### config.mk
export PLATFORM = sky130hd
export DESIGN_NAME = fetch_pc_gen_flat
export DESIGN_NICKNAME = d
export VERILOG_FILES = /design/src/rtl/fetch_pc_gen_if.sv /design/src/rtl/fetch_pc_gen.sv /design/src/flat_wrapper.sv
export SDC_FILE = /design/constraint.sdc
export NUM_CORES = 2
export LEC_CHECK = 0
export CAP_MARGIN = 10
export CORE_MARGIN = 2
export CORE_UTILIZATION = 56
export CTS_BUF_LIST = sky130_fd_sc_hd__clkbuf_16
export CTS_CLUSTER_DIAMETER = 200
export DETAILED_ROUTE_END_ITERATION = 16
export PLACE_DENSITY_LB_ADDON = 0.05
export SLEW_MARGIN = 20
export SYNTH_ARGS = -nofsm -noshare
export SYNTH_HDL_FRONTEND = slang
export SYNTH_SLANG_ARGS = --single-unit
### constraint.sdc
create_clock -name clk -period 6.1 [get_ports clk]
set_input_delay 1.525 -clock clk [delete_from_list [all_inputs] [get_ports clk]]
set_output_delay 1.525 -clock clk [all_outputs]
set_load 0.01 [all_outputs]
### src/rtl/fetch_pc_gen_if.sv
`default_nettype none
// ============================================================================
// fetch_pc_gen_if : fetch next-PC generator interface (redirects, BTB/predictor
//                   inputs, fetch PC, slot mask, RAS and miss outputs)
// Revision 1.0
// ============================================================================
interface fetch_pc_gen_if #(
  parameter int FETCH_WIDTH = 4,
  parameter int SIZE_PC     = 32,
  parameter int RAS_DEPTH   = 16
);
  localparam int PTR_W = $clog2(RAS_DEPTH);

  logic                           stall_i;
  logic                           recoverFlag_i;
  logic [SIZE_PC-1:0]             recoverPC_i;
  logic                           exceptionFlag_i;
  logic [SIZE_PC-1:0]             exceptionPC_i;
  logic                           flagRecoverEX_i;
  logic [SIZE_PC-1:0]             targetAddrEX_i;
  logic                           flagRecoverID_i;
  logic [SIZE_PC-1:0]             targetAddrID_i;
  logic [PTR_W-1:0]               rasRestorePtr_i;
  logic                           flagCallID_i;
  logic [SIZE_PC-1:0]             callPCID_i;
  logic                           flagRtrID_i;
  logic [FETCH_WIDTH-1:0]         btbHit_i;
  logic [2*FETCH_WIDTH-1:0]       btbCtrlType_i;
  logic [FETCH_WIDTH*SIZE_PC-1:0] btbTarget_i;
  logic [FETCH_WIDTH-1:0]         prediction_i;
  logic                           icacheMiss_i;
  logic                           icacheFill_i;
  logic [SIZE_PC-1:0]             pc_o;
  logic                           fetchValid_o;
  logic [FETCH_WIDTH-1:0]         fetchMask_o;
  logic [PTR_W-1:0]               rasPtr_o;
  logic [SIZE_PC-1:0]             rasTop_o;
  logic                           miss_o;
  logic [SIZE_PC-1:0]             missAddr_o;

  modport master (
    output stall_i, recoverFlag_i, recoverPC_i, exceptionFlag_i, exceptionPC_i,
           flagRecoverEX_i, targetAddrEX_i, flagRecoverID_i, targetAddrID_i,
           rasRestorePtr_i, flagCallID_i, callPCID_i, flagRtrID_i, btbHit_i,
           btbCtrlType_i, btbTarget_i, prediction_i, icacheMiss_i, icacheFill_i,
    input  pc_o, fetchValid_o, fetchMask_o, rasPtr_o, rasTop_o, miss_o, missAddr_o
  );

  modport slave (
    input  stall_i, recoverFlag_i, recoverPC_i, exceptionFlag_i, exceptionPC_i,
           flagRecoverEX_i, targetAddrEX_i, flagRecoverID_i, targetAddrID_i,
           rasRestorePtr_i, flagCallID_i, callPCID_i, flagRtrID_i, btbHit_i,
           btbCtrlType_i, btbTarget_i, prediction_i, icacheMiss_i, icacheFill_i,
    output pc_o, fetchValid_o, fetchMask_o, rasPtr_o, rasTop_o, miss_o, missAddr_o
  );
endinterface
`default_nettype wire

### src/rtl/fetch_pc_gen.sv
`default_nettype none
// ============================================================================
// fetch_pc_gen : PC register, circular return address stack and I-cache
//                miss-wait sequencing for a FETCH_WIDTH-wide fetch block
// Revision 1.0
// ============================================================================
module fetch_pc_gen #(
  parameter int                 FETCH_WIDTH = 4,
  parameter int                 SIZE_PC     = 32,
  parameter int                 INST_BYTES  = 8,
  parameter int                 RAS_DEPTH   = 16,
  parameter logic [SIZE_PC-1:0] RESET_PC    = '0
) (
  input wire            clk,
  input wire            reset,
  fetch_pc_gen_if.slave bus
);
  localparam int BLK   = FETCH_WIDTH * INST_BYTES;
  localparam int OFF_W = $clog2(INST_BYTES);
  localparam int IDX_W = $clog2(FETCH_WIDTH);
  localparam int BLK_W = OFF_W + IDX_W;
  localparam int PTR_W = $clog2(RAS_DEPTH);
  localparam int CNT_W = PTR_W + 1;

  typedef enum logic [1:0] {
    S_RUN       = 2'd0,
    S_MISS_WAIT = 2'd1,
    S_DRAIN     = 2'd2
  } state_e;

  state_e             state_q, state_d;
  logic [SIZE_PC-1:0] pc_q, pc_d;
  logic               miss_q, miss_d;
  logic [SIZE_PC-1:0] miss_addr_q, miss_addr_d;
  logic [SIZE_PC-1:0] ras_q [RAS_DEPTH];
  logic [SIZE_PC-1:0] ras_d [RAS_DEPTH];
  logic [PTR_W-1:0]   ras_ptr_q, ras_ptr_d;
  logic [CNT_W-1:0]   ras_cnt_q, ras_cnt_d;

  logic [IDX_W-1:0]       start;
  logic [SIZE_PC-1:0]     base;
  logic [FETCH_WIDTH-1:0] taken;
  logic [FETCH_WIDTH-1:0] mask;
  logic                   any_taken;
  logic [IDX_W-1:0]       k_idx;
  logic [1:0]             k_type;
  logic [SIZE_PC-1:0]     k_target;
  logic [SIZE_PC-1:0]     ret_addr;
  logic [SIZE_PC-1:0]     ras_top;
  logic [SIZE_PC-1:0]     next_pc;
  logic                   id_redirect;
  logic                   redirect;
  logic                   advance;
  logic                   do_push;
  logic                   do_pop;
  logic [SIZE_PC-1:0]     push_val;

  // Slot decode: slots below the unaligned start are ignored, k is the first taken slot.
  always_comb begin
    start     = pc_q[OFF_W +: IDX_W];
    base      = {pc_q[SIZE_PC-1:BLK_W], {BLK_W{1'b0}}};
    taken     = '0;
    any_taken = 1'b0;
    k_idx     = '0;
    for (int i = FETCH_WIDTH - 1; i >= 0; i--) begin
      taken[i] = bus.btbHit_i[i]
               & (bus.prediction_i[i] | (bus.btbCtrlType_i[2*i +: 2] != 2'b11))
               & (i >= int'(start));
      if (taken[i]) begin
        any_taken = 1'b1;
        k_idx     = IDX_W'(i);
      end
    end
    mask = '0;
    for (int i = 0; i < FETCH_WIDTH; i++) begin
      mask[i] = (i >= int'(start)) & (~any_taken | (i <= int'(k_idx)));
    end
    k_type   = bus.btbCtrlType_i[2*int'(k_idx) +: 2];
    k_target = bus.btbTarget_i[int'(k_idx)*SIZE_PC +: SIZE_PC];
    ret_addr = base + SIZE_PC'((int'(k_idx) + 1) * INST_BYTES);
    ras_top  = ras_q[ras_ptr_q];
  end

  always_comb begin
    next_pc = base + SIZE_PC'(BLK);
    if (bus.flagRecoverEX_i) begin
      next_pc = bus.targetAddrEX_i;
    end else if (bus.flagRecoverID_i) begin
      next_pc = bus.flagRtrID_i ? ras_q[bus.rasRestorePtr_i] : bus.targetAddrID_i;
    end else if (any_taken) begin
      next_pc = (k_type == 2'b00) ? ras_top : k_target;
    end
  end

  always_comb begin
    id_redirect = bus.flagRecoverID_i & ~bus.stall_i;
    redirect    = bus.recoverFlag_i | bus.exceptionFlag_i | bus.flagRecoverEX_i | id_redirect;
    advance     = ~bus.stall_i & (state_q == S_RUN) & ~bus.icacheMiss_i & ~redirect;

    pc_d = pc_q;
    if (bus.recoverFlag_i)               pc_d = bus.recoverPC_i;
    else if (bus.exceptionFlag_i)        pc_d = bus.exceptionPC_i;
    else if (bus.flagRecoverEX_i)        pc_d = next_pc;
    else if (id_redirect || advance)     pc_d = next_pc;

    state_d     = state_q;
    miss_d      = miss_q;
    miss_addr_d = miss_addr_q;
    case (state_q)
      S_RUN: begin
        if (~bus.stall_i && bus.icacheMiss_i && !redirect) begin
          state_d     = S_MISS_WAIT;
          miss_d      = 1'b1;
          miss_addr_d = base;
        end
      end
      S_MISS_WAIT: begin
        if (bus.icacheFill_i) begin
          state_d = S_RUN;
          miss_d  = 1'b0;
        end else if (redirect) begin
          state_d = S_DRAIN;
        end
      end
      S_DRAIN: begin
        // The fill still owed is for the abandoned block; wait it out.
        if (bus.icacheFill_i) begin
          state_d = S_RUN;
          miss_d  = 1'b0;
        end
      end
      default: begin
        state_d = S_RUN;
        miss_d  = 1'b0;
      end
    endcase
  end

  always_comb begin
    ras_d     = ras_q;
    ras_ptr_d = ras_ptr_q;
    ras_cnt_d = ras_cnt_q;
    do_push   = 1'b0;
    do_pop    = 1'b0;
    push_val  = '0;
    if (bus.recoverFlag_i || bus.exceptionFlag_i) begin
      ras_ptr_d = '0;
      ras_cnt_d = '0;
    end else if (id_redirect && !bus.flagRecoverEX_i) begin
      ras_ptr_d = bus.rasRestorePtr_i;
      if (bus.flagCallID_i) begin
        do_push  = 1'b1;
        push_val = bus.callPCID_i;
      end else if (bus.flagRtrID_i) begin
        do_pop = 1'b1;
      end
    end else if (advance && any_taken) begin
      if (k_type == 2'b01) begin
        do_push  = 1'b1;
        push_val = ret_addr;
      end else if (k_type == 2'b00) begin
        do_pop = 1'b1;
      end
    end
    // Full push overwrites the oldest entry; empty pop reuses a stale one.
    if (do_push) begin
      ras_ptr_d        = ras_ptr_d + PTR_W'(1);
      ras_d[ras_ptr_d] = push_val;
      if (ras_cnt_d != CNT_W'(RAS_DEPTH)) ras_cnt_d = ras_cnt_d + CNT_W'(1);
    end else if (do_pop) begin
      ras_ptr_d = ras_ptr_d - PTR_W'(1);
      if (ras_cnt_d != '0) ras_cnt_d = ras_cnt_d - CNT_W'(1);
    end
  end

  always_ff @(posedge clk) begin
    if (reset) begin
      state_q     <= S_RUN;
      pc_q        <= RESET_PC;
      miss_q      <= 1'b0;
      miss_addr_q <= '0;
      ras_q       <= '{default: '0};
      ras_ptr_q   <= '0;
      ras_cnt_q   <= '0;
    end else begin
      state_q     <= state_d;
      pc_q        <= pc_d;
      miss_q      <= miss_d;
      miss_addr_q <= miss_addr_d;
      ras_q       <= ras_d;
      ras_ptr_q   <= ras_ptr_d;
      ras_cnt_q   <= ras_cnt_d;
    end
  end

  assign bus.pc_o         = pc_q;
  assign bus.fetchValid_o = (state_q == S_RUN) & ~bus.icacheMiss_i & ~bus.stall_i;
  assign bus.fetchMask_o  = mask;
  assign bus.rasPtr_o     = ras_ptr_q;
  assign bus.rasTop_o     = ras_top;
  assign bus.miss_o       = miss_q;
  assign bus.missAddr_o   = miss_addr_q;
endmodule
`default_nettype wire

### src/flat_wrapper.sv
// flat-port wrapper written by rule: the top's interface ports become plain ports
module fetch_pc_gen_flat 
#(
  parameter int                 FETCH_WIDTH = 4,
  parameter int                 SIZE_PC     = 32,
  parameter int                 INST_BYTES  = 8,
  parameter int                 RAS_DEPTH   = 16,
  parameter logic [SIZE_PC-1:0] RESET_PC    = '0
)
  (clk, reset, bus_stall_i, bus_recoverFlag_i, bus_recoverPC_i, bus_exceptionFlag_i, bus_exceptionPC_i, bus_flagRecoverEX_i, bus_targetAddrEX_i, bus_flagRecoverID_i, bus_targetAddrID_i, bus_rasRestorePtr_i, bus_flagCallID_i, bus_callPCID_i, bus_flagRtrID_i, bus_btbHit_i, bus_btbCtrlType_i, bus_btbTarget_i, bus_prediction_i, bus_icacheMiss_i, bus_icacheFill_i, bus_pc_o, bus_fetchValid_o, bus_fetchMask_o, bus_rasPtr_o, bus_rasTop_o, bus_miss_o, bus_missAddr_o);
  fetch_pc_gen_if #(.FETCH_WIDTH(FETCH_WIDTH), .SIZE_PC(SIZE_PC), .RAS_DEPTH(RAS_DEPTH)) bus_i ();
  input wire clk;
  input wire reset;
  input wire logic [$bits(bus_i.stall_i)-1:0] bus_stall_i;
  input wire logic [$bits(bus_i.recoverFlag_i)-1:0] bus_recoverFlag_i;
  input wire logic [$bits(bus_i.recoverPC_i)-1:0] bus_recoverPC_i;
  input wire logic [$bits(bus_i.exceptionFlag_i)-1:0] bus_exceptionFlag_i;
  input wire logic [$bits(bus_i.exceptionPC_i)-1:0] bus_exceptionPC_i;
  input wire logic [$bits(bus_i.flagRecoverEX_i)-1:0] bus_flagRecoverEX_i;
  input wire logic [$bits(bus_i.targetAddrEX_i)-1:0] bus_targetAddrEX_i;
  input wire logic [$bits(bus_i.flagRecoverID_i)-1:0] bus_flagRecoverID_i;
  input wire logic [$bits(bus_i.targetAddrID_i)-1:0] bus_targetAddrID_i;
  input wire logic [$bits(bus_i.rasRestorePtr_i)-1:0] bus_rasRestorePtr_i;
  input wire logic [$bits(bus_i.flagCallID_i)-1:0] bus_flagCallID_i;
  input wire logic [$bits(bus_i.callPCID_i)-1:0] bus_callPCID_i;
  input wire logic [$bits(bus_i.flagRtrID_i)-1:0] bus_flagRtrID_i;
  input wire logic [$bits(bus_i.btbHit_i)-1:0] bus_btbHit_i;
  input wire logic [$bits(bus_i.btbCtrlType_i)-1:0] bus_btbCtrlType_i;
  input wire logic [$bits(bus_i.btbTarget_i)-1:0] bus_btbTarget_i;
  input wire logic [$bits(bus_i.prediction_i)-1:0] bus_prediction_i;
  input wire logic [$bits(bus_i.icacheMiss_i)-1:0] bus_icacheMiss_i;
  input wire logic [$bits(bus_i.icacheFill_i)-1:0] bus_icacheFill_i;
  output wire logic [$bits(bus_i.pc_o)-1:0] bus_pc_o;
  output wire logic [$bits(bus_i.fetchValid_o)-1:0] bus_fetchValid_o;
  output wire logic [$bits(bus_i.fetchMask_o)-1:0] bus_fetchMask_o;
  output wire logic [$bits(bus_i.rasPtr_o)-1:0] bus_rasPtr_o;
  output wire logic [$bits(bus_i.rasTop_o)-1:0] bus_rasTop_o;
  output wire logic [$bits(bus_i.miss_o)-1:0] bus_miss_o;
  output wire logic [$bits(bus_i.missAddr_o)-1:0] bus_missAddr_o;
  assign bus_i.stall_i = bus_stall_i;
  assign bus_i.recoverFlag_i = bus_recoverFlag_i;
  assign bus_i.recoverPC_i = bus_recoverPC_i;
  assign bus_i.exceptionFlag_i = bus_exceptionFlag_i;
  assign bus_i.exceptionPC_i = bus_exceptionPC_i;
  assign bus_i.flagRecoverEX_i = bus_flagRecoverEX_i;
  assign bus_i.targetAddrEX_i = bus_targetAddrEX_i;
  assign bus_i.flagRecoverID_i = bus_flagRecoverID_i;
  assign bus_i.targetAddrID_i = bus_targetAddrID_i;
  assign bus_i.rasRestorePtr_i = bus_rasRestorePtr_i;
  assign bus_i.flagCallID_i = bus_flagCallID_i;
  assign bus_i.callPCID_i = bus_callPCID_i;
  assign bus_i.flagRtrID_i = bus_flagRtrID_i;
  assign bus_i.btbHit_i = bus_btbHit_i;
  assign bus_i.btbCtrlType_i = bus_btbCtrlType_i;
  assign bus_i.btbTarget_i = bus_btbTarget_i;
  assign bus_i.prediction_i = bus_prediction_i;
  assign bus_i.icacheMiss_i = bus_icacheMiss_i;
  assign bus_i.icacheFill_i = bus_icacheFill_i;
  assign bus_pc_o = bus_i.pc_o;
  assign bus_fetchValid_o = bus_i.fetchValid_o;
  assign bus_fetchMask_o = bus_i.fetchMask_o;
  assign bus_rasPtr_o = bus_i.rasPtr_o;
  assign bus_rasTop_o = bus_i.rasTop_o;
  assign bus_miss_o = bus_i.miss_o;
  assign bus_missAddr_o = bus_i.missAddr_o;
  fetch_pc_gen #(.FETCH_WIDTH(FETCH_WIDTH), .SIZE_PC(SIZE_PC), .INST_BYTES(INST_BYTES), .RAS_DEPTH(RAS_DEPTH), .RESET_PC(RESET_PC)) u_core (.clk(clk), .reset(reset), .bus(bus_i));
endmodule
==> results.sh <==
export IMPL_outcome="finished, final reports clean"
export IMPL_cap_violations=0
export IMPL_synth_compound_area_share_pct=20.8
export IMPL_synth_area_leader_cell="dfxtp_1"
export IMPL_synthTopCellsByArea="dfxtp_1 36%, mux4_2 22%, a211oi_1 11%"
export IMPL_skew_ps=30.0
export IMPL_drc=0
export IMPL_finalSetupViolCount=0
export IMPL_tightest_slew_ps=1130
export IMPL_dieHeight_um=243
export IMPL_cts_path_max_buffers=3
export IMPL_wl_met3_um=13800
export IMPL_worstPathArrival_ps=4140
export IMPL_slowest_delay_ps=570
export IMPL_synth_mux_area_share_pct=23.2
export IMPL_synth_adder_area_share_pct=0.549
export IMPL_relSlewSlack_pct=24.1
export IMPL_dpl_worst_slack_ps=462
export IMPL_io_buffers=419
export IMPL_synth_top_family_by_area="multiplexers"
export IMPL_ys_types=73
export IMPL_min_period_ps=5670
export IMPL_synth_edf_count=0
export IMPL_cp_start_kind="input pin"
export IMPL_final_cell_mix="574 x dfxtp_1, 567 x nor2_1, 488 x a211oi_1, 413 x clkdlybuf4s50_1, 308 x mux4_2"
export IMPL_pin_count=425
export IMPL_period_share_pct=92.9
export IMPL_vias_per_cell=6.87
export IMPL_drt_initial_drc_count=3587
export IMPL_ys_seq_area_share_pct=36.3
export IMPL_vdd_drop_max_v=0.000230
export IMPL_synthSimpleGateAreaFrac_pct=12.7
export IMPL_layout_commonest_cell="dfxtp_1"
export IMPL_synthCells=3248
export IMPL_maxSlewViolCount=0
export IMPL_clk_latency_ps=650
export IMPL_wire_per_inst_um=29.3
export IMPL_path_clk_slew_ps=60
export IMPL_drtPass1Iterations=9
export IMPL_synth_area_mm2=0.0319
export IMPL_dr_max_layer_used="met5"
export IMPL_ys_async_sr_fraction_pct=0
export IMPL_grt_pass1_wl_um=186000
export IMPL_timing_hold_ws_ps=456
export IMPL_cpMaxStageDelayCell="clkdlybuf4s50_1"
export IMPL_wl_um=126000
export IMPL_fin_cells=4302
export IMPL_drt_met1_wl_um=46100
export IMPL_grt_usage_pct=41.8
export IMPL_antenna_found_initial=24
export IMPL_grt_max_degree=224
export IMPL_place_hpwl_um=86500
export IMPL_rsz0062_at_grt="false"
export IMPL_ys_ff_latch=578
export IMPL_setup_ws_ps=435
export IMPL_h_tree_depth=2
export IMPL_place_inst=4170
export IMPL_cp_required_ps=4580
export IMPL_grt_pass1_vias=28500
export IMPL_final_hold_violation_count=0
export IMPL_via_count=29600
export IMPL_antenna_violating_nets_post_route=0
export IMPL_end_kind="output pin"
export IMPL_pwr_density_cell_mw_per_mm2=224
export IMPL_crit_chain="clkdlybuf4s50_1 -> nand3b_1 -> a32o_1 -> a21oi_1 -> inv_2 -> ha_1 -> a21oi_1 -> clkdlybuf4s50_1"
export IMPL_globalplace_congestion=1.06
export IMPL_area_growth_pct=21.5
export IMPL_cts_sinks=578
export IMPL_final_nets=3808
export IMPL_cts_tree="yes"
export IMPL_synth_xor_area_share_pct=1.48
export IMPL_postCtsHoldBufs=0
export IMPL_drive_gt1_share_pct=16.3
export IMPL_hold_class="reg -> reg"
export IMPL_post_cts_buffers=0
export IMPL_syn_area_per_cell_um2=9.82
export IMPL_wl_met2_um=57900
export IMPL_tns_ps=0
export IMPL_cp_max_fo=10
export IMPL_cts_inserted_buffers=59
export IMPL_synthFlopType="dfxtp_1"
export IMPL_synth_top_area_share_pct=36.3
export IMPL_start_util_pct=56.6
export IMPL_fmax_mhz=177
export IMPL_dieArea_mm2=0.0589
export IMPL_core_mm2=0.0564
export IMPL_grt_overflow=0
export IMPL_synth_warnings=0
export IMPL_path_class="in -> out"
export IMPL_postCtsResizedCells=0
export IMPL_die_w_um=243
export IMPL_rows=87
export IMPL_power_mw=8.69
export IMPL_p_leak_nw=12.2
export IMPL_cts_root_buffer="clkbuf_16"
[flip-flops by register name, summed over array words and instances (netlist names)]
| name | count |
|---|---|
| u_core.state_q | 2 |
| u_core.bus.miss_o | 1 |
| u_core.ras_q | 512 |
| u_core.bus.rasPtr_o | 4 |
| u_core.bus.missAddr_o | 27 |
| u_core.bus.pc_o | 32 |
[final cells by class]
| type | instances | area [µm²] |
|---|---|---|
| fill | 4335 | 17600 |
| tap | 756 | 946 |
| multi-input combinational | 2277 | 18900 |
| inverter | 27 | 101 |
| timing repair buffer | 532 | 5180 |
| sequential | 578 | 11600 |
| clock inverter | 51 | 487 |
| antenna | 21 | 52.6 |
| clock buffer | 60 | 1500 |
[where the power goes]
| part | switching (mW) | internal, mW | total (mW) |
|---|---|---|---|
| clock | 1.59 | 2.16 | 3.76 |
| combinational | 0.590 | 0.466 | 1.06 |
| sequential | 0.0784 | 3.80 | 3.88 |
[cell usage after synthesis (all sizes together), types with 35 or more instances]
library cell and number:
dfxtp 578, nor2 571, a211oi 494, mux4 308
clkbuf 258, nand2 183, buf 112, a21oi 89
o21ai 80, a22oi 55, nand3 45, mux2i 35
[cell families (layout without fill, tap and decap cells)]
logic type | count (synthesis) | count (layout)
other | 1 | 26
adders and majority gates | 14 | 14
muxes | 352 | 352
buffers and inverters | 397 | 670
xor gates and xnor gates | 53 | 53
AOI/OAI and AO/OA | 904 | 904
DFF | 578 | 578
and+or+nand+nor | 949 | 949
[worst max-delay path, delay by kind of cell]
kind	cells	cell delay [ps]
buffers and inverters	3	1210
and+or+nand+nor	1	230
adders and majority gates	1	240
AOI/OAI and AO/OA	3	920
[routing by layer]
metal  vias to the layer above  track usage, %
met4                         6            26.3
met3                       373            10.6
met5                         -               0
li1                      12900               -
met2                      1810            65.0
met1                     14500            52.4
[per-stage QoR]
stage | utilization (%) | cell area (µm²)
after global placement | 65.1 | 36700
final | 68.7 | 38800
after floorplan | - | 31900
after detailed placement | 65.1 | 36700
after global routing | 68.7 | 38800
after CTS | 68.6 | 38700
[path summary, 6_finish.rpt]
check	slack, ps	cells after the start	startpoint	endpoint
max	430	8	bus_prediction_i[0]	bus_fetchMask_o[1]
min	460	2	u_core.bus.missAddr_o[23]$_SDFFE_PP0P_	u_core.bus.missAddr_o[23]$_SDFFE_PP0P_
max reg2reg	1720	15	u_core.bus.pc_o[4]$_SDFFE_PP0P_	u_core.ras_q[57]$_SDFFE_PP0P_
min reg2reg	460	2	u_core.bus.missAddr_o[23]$_SDFFE_PP0P_	u_core.bus.missAddr_o[23]$_SDFFE_PP0P_
(Power assumes the default switching activity.)
